==> src/rtl/piso_tx.sv <==
// Parallel-in serial-out transmitter with a single-entry skid buffer.
//
// A word is accepted when pi_valid and pi_ready are both high on a rising
// edge. While a word is being shifted out, one further word can be parked in
// the holding buffer so that consecutive words stream with no idle cycles.
//
// Parameters:
//   WIDTH      bits per parallel word (2..32)
//   LSB_FIRST  0: MSB leaves first, 1: LSB leaves first
//
// Ports:
//   clk          rising-edge clock
//   rst          asynchronous reset, active low
//   pi_data      parallel word offered for transmission
//   pi_valid     pi_data is valid this cycle
//   pi_ready     a word can be accepted this cycle (depends on state only)
//   so           serial data bit
//   so_valid     so carries a valid bit this cycle
//   frame_start  high during the first bit of each word
//   done         high during the last bit of each word
module piso_tx #(
    parameter int unsigned WIDTH     = 4,
    parameter bit          LSB_FIRST = 1'b0
) (
    input  logic             clk,
    input  logic             rst,
    input  logic [WIDTH-1:0] pi_data,
    input  logic             pi_valid,
    output logic             pi_ready,
    output logic             so,
    output logic             so_valid,
    output logic             frame_start,
    output logic             done
);

    localparam int unsigned      CntW    = (WIDTH > 1) ? $clog2(WIDTH) : 1;
    localparam logic [CntW-1:0] LastCnt = CntW'(WIDTH - 1);

    typedef enum logic [0:0] {StIdle, StShift} state_e;

    state_e            state_q, state_d;
    logic [WIDTH-1:0]  shift_q, shift_d;
    logic [WIDTH-1:0]  buf_data_q, buf_data_d;
    logic              buf_full_q, buf_full_d;
    logic [CntW-1:0]   cnt_q, cnt_d;

    logic              accept;
    logic              last_bit;
    logic [WIDTH-1:0]  shift_adv;

    // Ready is taken from the buffer flag alone, so there is no path from
    // pi_valid back to pi_ready.
    assign pi_ready = ~buf_full_q;
    assign accept   = pi_valid & pi_ready;
    assign last_bit = (state_q == StShift) && (cnt_q == LastCnt);

    // The bit on so always sits at the outgoing end of the shift register.
    assign shift_adv = LSB_FIRST ? (shift_q >> 1) : (shift_q << 1);

    // ---------------------------------------------------------------------
    // State register
    // ---------------------------------------------------------------------
    always_ff @(posedge clk or negedge rst) begin
        if (!rst) begin
            state_q <= StIdle;
        end else begin
            state_q <= state_d;
        end
    end

    // ---------------------------------------------------------------------
    // Next-state logic
    // ---------------------------------------------------------------------
    always_comb begin
        state_d = state_q;
        unique case (state_q)
            StIdle: begin
                if (accept) begin
                    state_d = StShift;
                end
            end
            StShift: begin
                // Stay in SHIFT when a follow-on word is buffered or arrives
                // exactly on the last-bit edge.
                if (last_bit && !buf_full_q && !accept) begin
                    state_d = StIdle;
                end
            end
            default: state_d = StIdle;
        endcase
    end

    // ---------------------------------------------------------------------
    // Datapath registers
    // ---------------------------------------------------------------------
    always_ff @(posedge clk or negedge rst) begin
        if (!rst) begin
            shift_q    <= '0;
            buf_data_q <= '0;
            buf_full_q <= 1'b0;
            cnt_q      <= '0;
        end else begin
            shift_q    <= shift_d;
            buf_data_q <= buf_data_d;
            buf_full_q <= buf_full_d;
            cnt_q      <= cnt_d;
        end
    end

    always_comb begin
        shift_d    = shift_q;
        buf_data_d = buf_data_q;
        buf_full_d = buf_full_q;
        cnt_d      = cnt_q;
        unique case (state_q)
            StIdle: begin
                // From idle the word bypasses the buffer.
                if (accept) begin
                    shift_d = pi_data;
                    cnt_d   = '0;
                end
            end
            StShift: begin
                shift_d = shift_adv;
                if (last_bit) begin
                    cnt_d = '0;
                    if (buf_full_q) begin
                        shift_d    = buf_data_q;
                        buf_full_d = 1'b0;
                    end else if (accept) begin
                        shift_d = pi_data;
                    end
                end else begin
                    cnt_d = cnt_q + CntW'(1);
                    if (accept) begin
                        buf_data_d = pi_data;
                        buf_full_d = 1'b1;
                    end
                end
            end
            default: begin
                shift_d    = '0;
                buf_full_d = 1'b0;
                cnt_d      = '0;
            end
        endcase
    end

    // ---------------------------------------------------------------------
    // Outputs: all serial-side outputs are forced low outside SHIFT.
    // ---------------------------------------------------------------------
    always_comb begin
        so_valid    = (state_q == StShift);
        so          = so_valid & (LSB_FIRST ? shift_q[0] : shift_q[WIDTH-1]);
        frame_start = so_valid & (cnt_q == '0);
        done        = so_valid & (cnt_q == LastCnt);
    end

endmodule

==> config.mk <==
export PLATFORM = sky130hd
export DESIGN_NAME = piso_tx
export DESIGN_NICKNAME = d
export VERILOG_FILES = /design/src/rtl/piso_tx.sv
export SDC_FILE = /design/constraint.sdc
export NUM_CORES = 1
export LEC_CHECK = 0
export BUFFER_PORTS_ARGS = -buffer_cell sky130_fd_sc_hd__buf_2
export CORE_MARGIN = 2
export CORE_UTILIZATION = 47
export CTS_CLUSTER_SIZE = 12
export DETAILED_ROUTE_END_ITERATION = 10
export HOLD_SLACK_MARGIN = 0.12
export PLACE_DENSITY = 0.72
export RECOVER_POWER = 25
export SLEW_MARGIN = 30
export SYNTH_ARGS = -nofsm -noshare
export SYNTH_HDL_FRONTEND = slang
export SYNTH_SLANG_ARGS = --single-unit
==> constraint.sdc <==
create_clock -name clk -period 1.5 [get_ports clk]
set_clock_uncertainty 0.05 [all_clocks]
set_input_delay 0 -clock clk [delete_from_list [all_inputs] [get_ports clk]]
set_output_delay 0 -clock clk [all_outputs]
set_load 0.03 [all_outputs]
# [After elaboration in Yosys (flattened, before gate mapping)]
# Cells that the tools add are included.
[totals] register_bits=12 latch_bits=0 ramBits=0 mem_bits_ro=0 n_memories=0 out_inout_bits=5
[classes] n_mux=13 shift=0 reduce_logical=9 magnitude_cmp=0 n_mul=0 n_eq_ne=2 n_addsub=1 bitwise_logic=7 n_div=0
[op_table] op="4-bit 2-to-1 mux" n=4
[op_table] op="4-bit case mux with 2 select lines" n=1
[op_table] op="1-bit AND" n=4
[op_table] op="1-bit 2-to-1 mux" n=4
[op_table] op="2-bit 2-to-1 mux" n=2
[op_table] op="2-bit case mux with 2 select lines" n=1
[op_table] op="1-bit logical AND" n=3
[op_table] op="1-bit NOT" n=3
[op_table] op="3-bit AND reduction" n=1
[op_table] op="2-bit by 1-bit adder with 2-bit output, second input constant" n=1
[op_table] op="2-bit equality test, second input constant" n=1
[op_table] op="1-bit logical NOT" n=2
[op_table] op="2-bit logical NOT" n=1
[op_table] op="2-bit != test, second input constant" n=1
[op_table] op="1-bit case mux with 2 select lines" n=1
[op_table] op="2-bit AND reduction" n=1
[op_table] op="2-bit nonzero test" n=1

# [Longest topological paths before layout]
[depth] depth_word=6 mapped_depth=5 depth_no_buf=5

# [Least setup slack after synthesis]
# No wires, ideal clock.
[synth_timing] path_kind="register to register" start="register state_q (netlist: so_valid)" end="register buf_data_q[0]" setup_ps=125 arrival_time_ps=1313 slack_ps=12 synth_period_minus_slack_ps=1488 path_buffers=1 required_time_ps=1325 stages_incl_launch_ff=5 path_cell_list="dfrtp_1 -> buf_2 -> nand2b_1 -> nor2_8 -> mux2_4"
[synth_between] elab_chain_cells=3
[synth_lines] element="start: declaration" line_no="41" rtl="state_e state_q, state_d;"
[synth_lines] element="start signal: assignment" line_no="65" rtl="state_q <= StIdle;"
[synth_lines] element="start signal: assignment" line_no="67" rtl="state_q <= state_d;"
[synth_lines] element="1-bit logical AND" line_no="55" rtl="assign last_bit = (state_q == StShift) && (cnt_q == LastCnt);"
[synth_lines] element="1-bit NOT (no source line)"
[synth_lines] element="3-bit AND reduction (no source line) (*)"
[synth_lines] element="end signal: assignment" line_no="104" rtl="buf_data_q <= buf_data_d;"
[synth_lines] element="end: declaration" line_no="43" rtl="logic [WIDTH-1:0] buf_data_q, buf_data_d;"
# Mark *: on every way between the ends. The rest lies on a longest branch, timed or not.
# A chain may end at the register's enable or synchronous reset.

# [Worst setup path in the final report]
[layout_timing] start="register cnt_q[0]" end="register buf_data_q[0]"
[layout_between] elab_chain_cells=4
[layout_lines] element="start: declaration" line_no="45" rtl="logic [CntW-1:0] cnt_q, cnt_d;"
[layout_lines] element="start signal: assignment" line_no="106" rtl="cnt_q <= cnt_d;"
[layout_lines] element="2-bit equality test" line_no="55"
[layout_lines] element="1-bit logical AND" line_no="55"
[layout_lines] element="1-bit NOT (no source line)"
[layout_lines] element="3-bit AND reduction (no source line)"
# Every way passes these cells.

==> report_table.html <==
<table>
<tr><th>Metric</th><th>Value</th></tr>
<tr><th colspan="2">Critical path</th></tr>
<tr><td>Worst path bufs/invs</td><td>0</td></tr>
<tr><td>Critical register-to-register path endpoint</td><td>buf_data_q[0]$_DFFE_PN0P_</td></tr>
<tr><td>Origin of the worst setup path</td><td>cnt_q[0]$_DFFE_PN0P_</td></tr>
<tr><td>Crit-path cells</td><td>ha_1, nand2b_2, nor2_8, mux2_4</td></tr>
<tr><td>Startpoint type of the worst setup path</td><td>register</td></tr>
<tr><td>CP peak stage delay</td><td>0.39 ns</td></tr>
<tr><td>Critical path data required time</td><td>1.61 ns</td></tr>
<tr><td>Critical path capture point type</td><td>register</td></tr>
<tr><td>Destination of the critical timing path</td><td>buf_data_q[0]$_DFFE_PN0P_</td></tr>
<tr><td>Number of cells on the worst reg-to-reg path</td><td>4</td></tr>
<tr><td>Arrival time at the worst endpoint</td><td>1.57 ns</td></tr>
<tr><td>Minimum setup slack among reg-to-reg paths</td><td>0.04 ns</td></tr>
<tr><td>Critical path's slowest cell</td><td>dfrtp_1</td></tr>
<tr><td>Largest delay share family, worst path</td><td>flip-flops</td></tr>
<tr><td>Maximum fanout along the worst path</td><td>4</td></tr>
<tr><td>Startpoint of the lowest-slack register-to-register path</td><td>cnt_q[0]$_DFFE_PN0P_</td></tr>
<tr><td>Number of cells on the critical path</td><td>4</td></tr>
<tr><td>Critical path start-end classification</td><td>register to register</td></tr>
<tr><th colspan="2">Die</th></tr>
<tr><td>Number of ports placed on the die boundary</td><td>12</td></tr>
<tr><td>Chip width</td><td>42.9 um</td></tr>
<tr><td>Die boundary height</td><td>42.9 um</td></tr>
<tr><td>Initial standard-cell utilization of the core</td><td>48.8%</td></tr>
<tr><td>Cell row count</td><td>14</td></tr>
<tr><td>Placeable core area</td><td>0.00145 mm^2</td></tr>
<tr><td>Area of the die</td><td>0.00184 mm^2</td></tr>
<tr><th colspan="2">Power</th></tr>
<tr><td>Static Leakage</td><td>0.420 nW</td></tr>
<tr><td>Maximum ir drop on the vdd rail</td><td>0.000960 V</td></tr>
<tr><td>Total power density per cell area</td><td>2210 mW/mm^2</td></tr>
<tr><th colspan="2">Synthesis</th></tr>
<tr><td>Register area share after synthesis</td><td>42.3%</td></tr>
<tr><td>Flip-flop and latch count after synthesis</td><td>12</td></tr>
<tr><td>Number of cells produced by synthesis</td><td>65</td></tr>
<tr><td>Net Count, Synth</td><td>74</td></tr>
<tr><td>Ys Warns</td><td>0</td></tr>
<tr><td>Combined area of all synthesized cells</td><td>709 um^2</td></tr>
<tr><td>Syn avg cell area</td><td>10.9 um^2</td></tr>
<tr><td>Distinct cells, synth</td><td>23</td></tr>
<tr><th colspan="2">Place</th></tr>
<tr><td>Gp weighted congestion</td><td>0.777</td></tr>
<tr><td>Inst Count DP</td><td>92</td></tr>
<tr><td>Number of port buffers</td><td>11</td></tr>
<tr><td>Final HPWL from detailed placement</td><td>1.05 mm</td></tr>
<tr><th colspan="2">Routing</th></tr>
<tr><td>Via density</td><td>5.29</td></tr>
<tr><td>Total Wirelength</td><td>1.55 mm</td></tr>
<tr><td>Vias</td><td>545</td></tr>
<tr><td>Number of design rule violations left after detail routing</td><td>0</td></tr>
<tr><td>Number of DRC violations after detailed-routing iteration 0</td><td>17</td></tr>
<tr><td>Detailed-routing iteration count for the pre-antenna-repair pass</td><td>4</td></tr>
<tr><td>Remaining antenna violation count</td><td>0</td></tr>
<tr><td>Average wire length per cell after detail routing</td><td>15.1 um</td></tr>
<tr><th colspan="2">Clock network</th></tr>
<tr><td>Clk sink count</td><td>12</td></tr>
<tr><td>H-tree lvl count</td><td>1</td></tr>
<tr><td>Inserted Clock Buffers</td><td>3</td></tr>
<tr><td>Worst-Skew Late Latency</td><td>0.27 ns</td></tr>
<tr><td>Clock Pin Slew Worst Setup and Hold Paths</td><td>0.08 ns</td></tr>
<tr><td>Worst-case clock buffer depth</td><td>2</td></tr>
<tr><td>Cell at the root of the clock tree</td><td>clkbuf_4</td></tr>
<tr><td>Clock tree from TritonCTS</td><td>done</td></tr>
<tr><th colspan="2">GRT</th></tr>
<tr><td>Pin count of the biggest net entering global routing</td><td>14</td></tr>
<tr><td>Total track usage</td><td>18.8%</td></tr>
<tr><td>Number of antenna violations at the first check in global routing</td><td>0</td></tr>
<tr><td>Remaining global-route overflow</td><td>0</td></tr>
<tr><td>Number of global-route vias before repair</td><td>513</td></tr>
<tr><td>Global-route wire length before repair</td><td>2.39 mm</td></tr>
<tr><th colspan="2">Final layout</th></tr>
<tr><td>Count of inserted antenna diode cells</td><td>0</td></tr>
<tr><td>Fraction of final layout cells with drive strength greater than 1</td><td>32.2%</td></tr>
<tr><td>Post-route insts no fill</td><td>103</td></tr>
<tr><td>Most frequent standard cell in the layout excluding fill and tap cells</td><td>dfrtp_1</td></tr>
<tr><td>Most frequent cells in the layout</td><td>dfrtp_1 (11), buf_2 (9), dlygate4sd3_1 (7)</td></tr>
<tr><td>Area delta synth-&gt;final</td><td>25.4%</td></tr>
<tr><td>Final core utilization</td><td>61.2%</td></tr>
<tr><td>Nets</td><td>97</td></tr>
<tr><th colspan="2">Status</th></tr>
<tr><td>Outcome</td><td>finished, final reports clean</td></tr>
<tr><th colspan="2">STA</th></tr>
<tr><td>Share of the clock period used by the worst path</td><td>97.6%</td></tr>
<tr><td>Top achievable clock speed</td><td>683 MHz</td></tr>
<tr><td>Worst slew margin relative to its limit</td><td>61.6%</td></tr>
<tr><td>Unrepaired setup endpoints after global routing</td><td>true</td></tr>
<tr><td>Final setup vio count</td><td>0</td></tr>
<tr><td>Hold Fails Final Rpt</td><td>0</td></tr>
<tr><td>Worst-Margin Slew</td><td>0.574 ns</td></tr>
<tr><td>Count of pins over their slew limit</td><td>0</td></tr>
<tr><td>Post-layout minimum cycle time</td><td>1.46 ns</td></tr>
<tr><th colspan="2">Worst hold path</th></tr>
<tr><td>Classification of the worst-slack hold path</td><td>primary input to register</td></tr>
<tr><th colspan="2">Run</th></tr>
<tr><td>Max capacitance violation total</td><td>0</td></tr>
</table>
==> layout make-up <==
class	instances	area, um^2
Inverter	5	18.8
Sequential cell	12	302
Tap cell	16	20.0
Timing Repair Buffer	22	153
Clock buffer	4	36.3
Fill cell	125	564
Multi-Input combinational cell	44	360
==> cells by family (layout without fill, tap and decap cells) <==
logic type,Yosys count,count (layout),share of synthesized area [%]
multiplexers,8,8,14.6
flip-flops,12,12,42.3
AO/OA/AOI/OAI,15,15,14.5
buffers and inverters,9,31,7.23
AND/OR/NAND/NOR,19,19,17.8
adder cells (fa/ha/maj),2,2,3.53
==> report_power, final <==
group          switching (mW)  internal (mW)
registers               0.125          0.491
logic                   0.594          0.495
clock network           0.112          0.147
total                   0.831           1.13
==> stage by stage <==
stage               cell area (um^2)  power, mW  setup slack, ns  hold slack, ns   TNS, ns
finish                           890       1.96           0.0360           0.474         0
global route                     890       2.09          -0.0197           0.481   -0.0648
CTS                              891       1.97           0.0265           0.460         0
detailed placement               782       1.68         -0.00181          -0.153  -0.00228
global placement                 782       1.65           0.0416          -0.156         0
floorplan                        709       1.43           0.0123          -0.346         0
==> registers in the layout, indices dropped and copies added, names as in the netlist <==
name / cells
buf_data_q: 4
buf_full_q: 1
cnt_q: 2
shift_q: 4
so_valid: 1
==> synthesized netlist by cell type <==
cell | count | area share, %
dfrtp_1 | 12 | 42
inv_1 | 5 | 2.6
nand2b_1 | 5 | 4.4
mux2_4 | 4 | 8.5
a31oi_1 | 3 | 2.6
mux2_2 | 3 | 4.8
nand2_1 | 3 | 1.6
nand3_1 | 3 | 2.1
nor3_1 | 3 | 2.1
o211ai_1 | 3 | 3.2
o21bai_1 | 3 | 3.2
o22ai_1 | 3 | 2.6
and2_1 | 2 | 1.8
buf_2 | 2 | 1.4
buf_6 | 2 | 3.2
ha_1 | 2 | 3.5
a22oi_1 | 1 | 1.1
and2b_1 | 1 | 1.1
mux2i_1 | 1 | 1.4
nand2b_4 | 1 | 1.9
nor2_8 | 1 | 2.8
o21ai_0 | 1 | 0.70
o31ai_1 | 1 | 1.1
==> timing repair <==
item / in CTS / in global routing
buffers inserted: 0 / 0
endpoints found under the setup margin: 2 / 5
hold buffers: 7 / 0
resized for setup: 1 / 1
endpoints found under the hold margin: 22 / 0
==> worst min-delay path, cell delays in order <==
cell	delay [ns]
dlygate4sd3_1	0.52
buf_2	0.12
mux2_4	0.13
==> metal layers <==
layer / GRT usage, % / up-vias / wire (um)
met1: 25.7 / 253 / 719
met4: 12.5 / 0 / 26
li1: - / 273 / -
met3: 3.83 / 4 / 73
met2: 26.7 / 15 / 733
met5: 0 / - / 0
==> worst min path at each step <==
| stage | slack, ns | end | cells after the start | startpoint |
|---|---|---|---|---|
| 4_1_cts | 0.46 | buf_data_q[2]$_DFFE_PN0P_ | 3 | pi_data[2] |
| 6_report | 0.47 | buf_data_q[2]$_DFFE_PN0P_ | 3 | pi_data[2] |
| 2_1_floorplan | -0.35 | buf_data_q[0]$_DFFE_PN0P_ | 0 | rst |
| 3_3_place_gp | -0.16 | shift_q[3]$_DFFE_PN0P_ | 1 | rst |
| 3_5_place_dp | -0.15 | shift_q[3]$_DFFE_PN0P_ | 1 | rst |
| 5_1_grt | 0.48 | buf_data_q[3]$_DFFE_PN0P_ | 3 | pi_data[3] |
(Power assumes the default switching activity.)
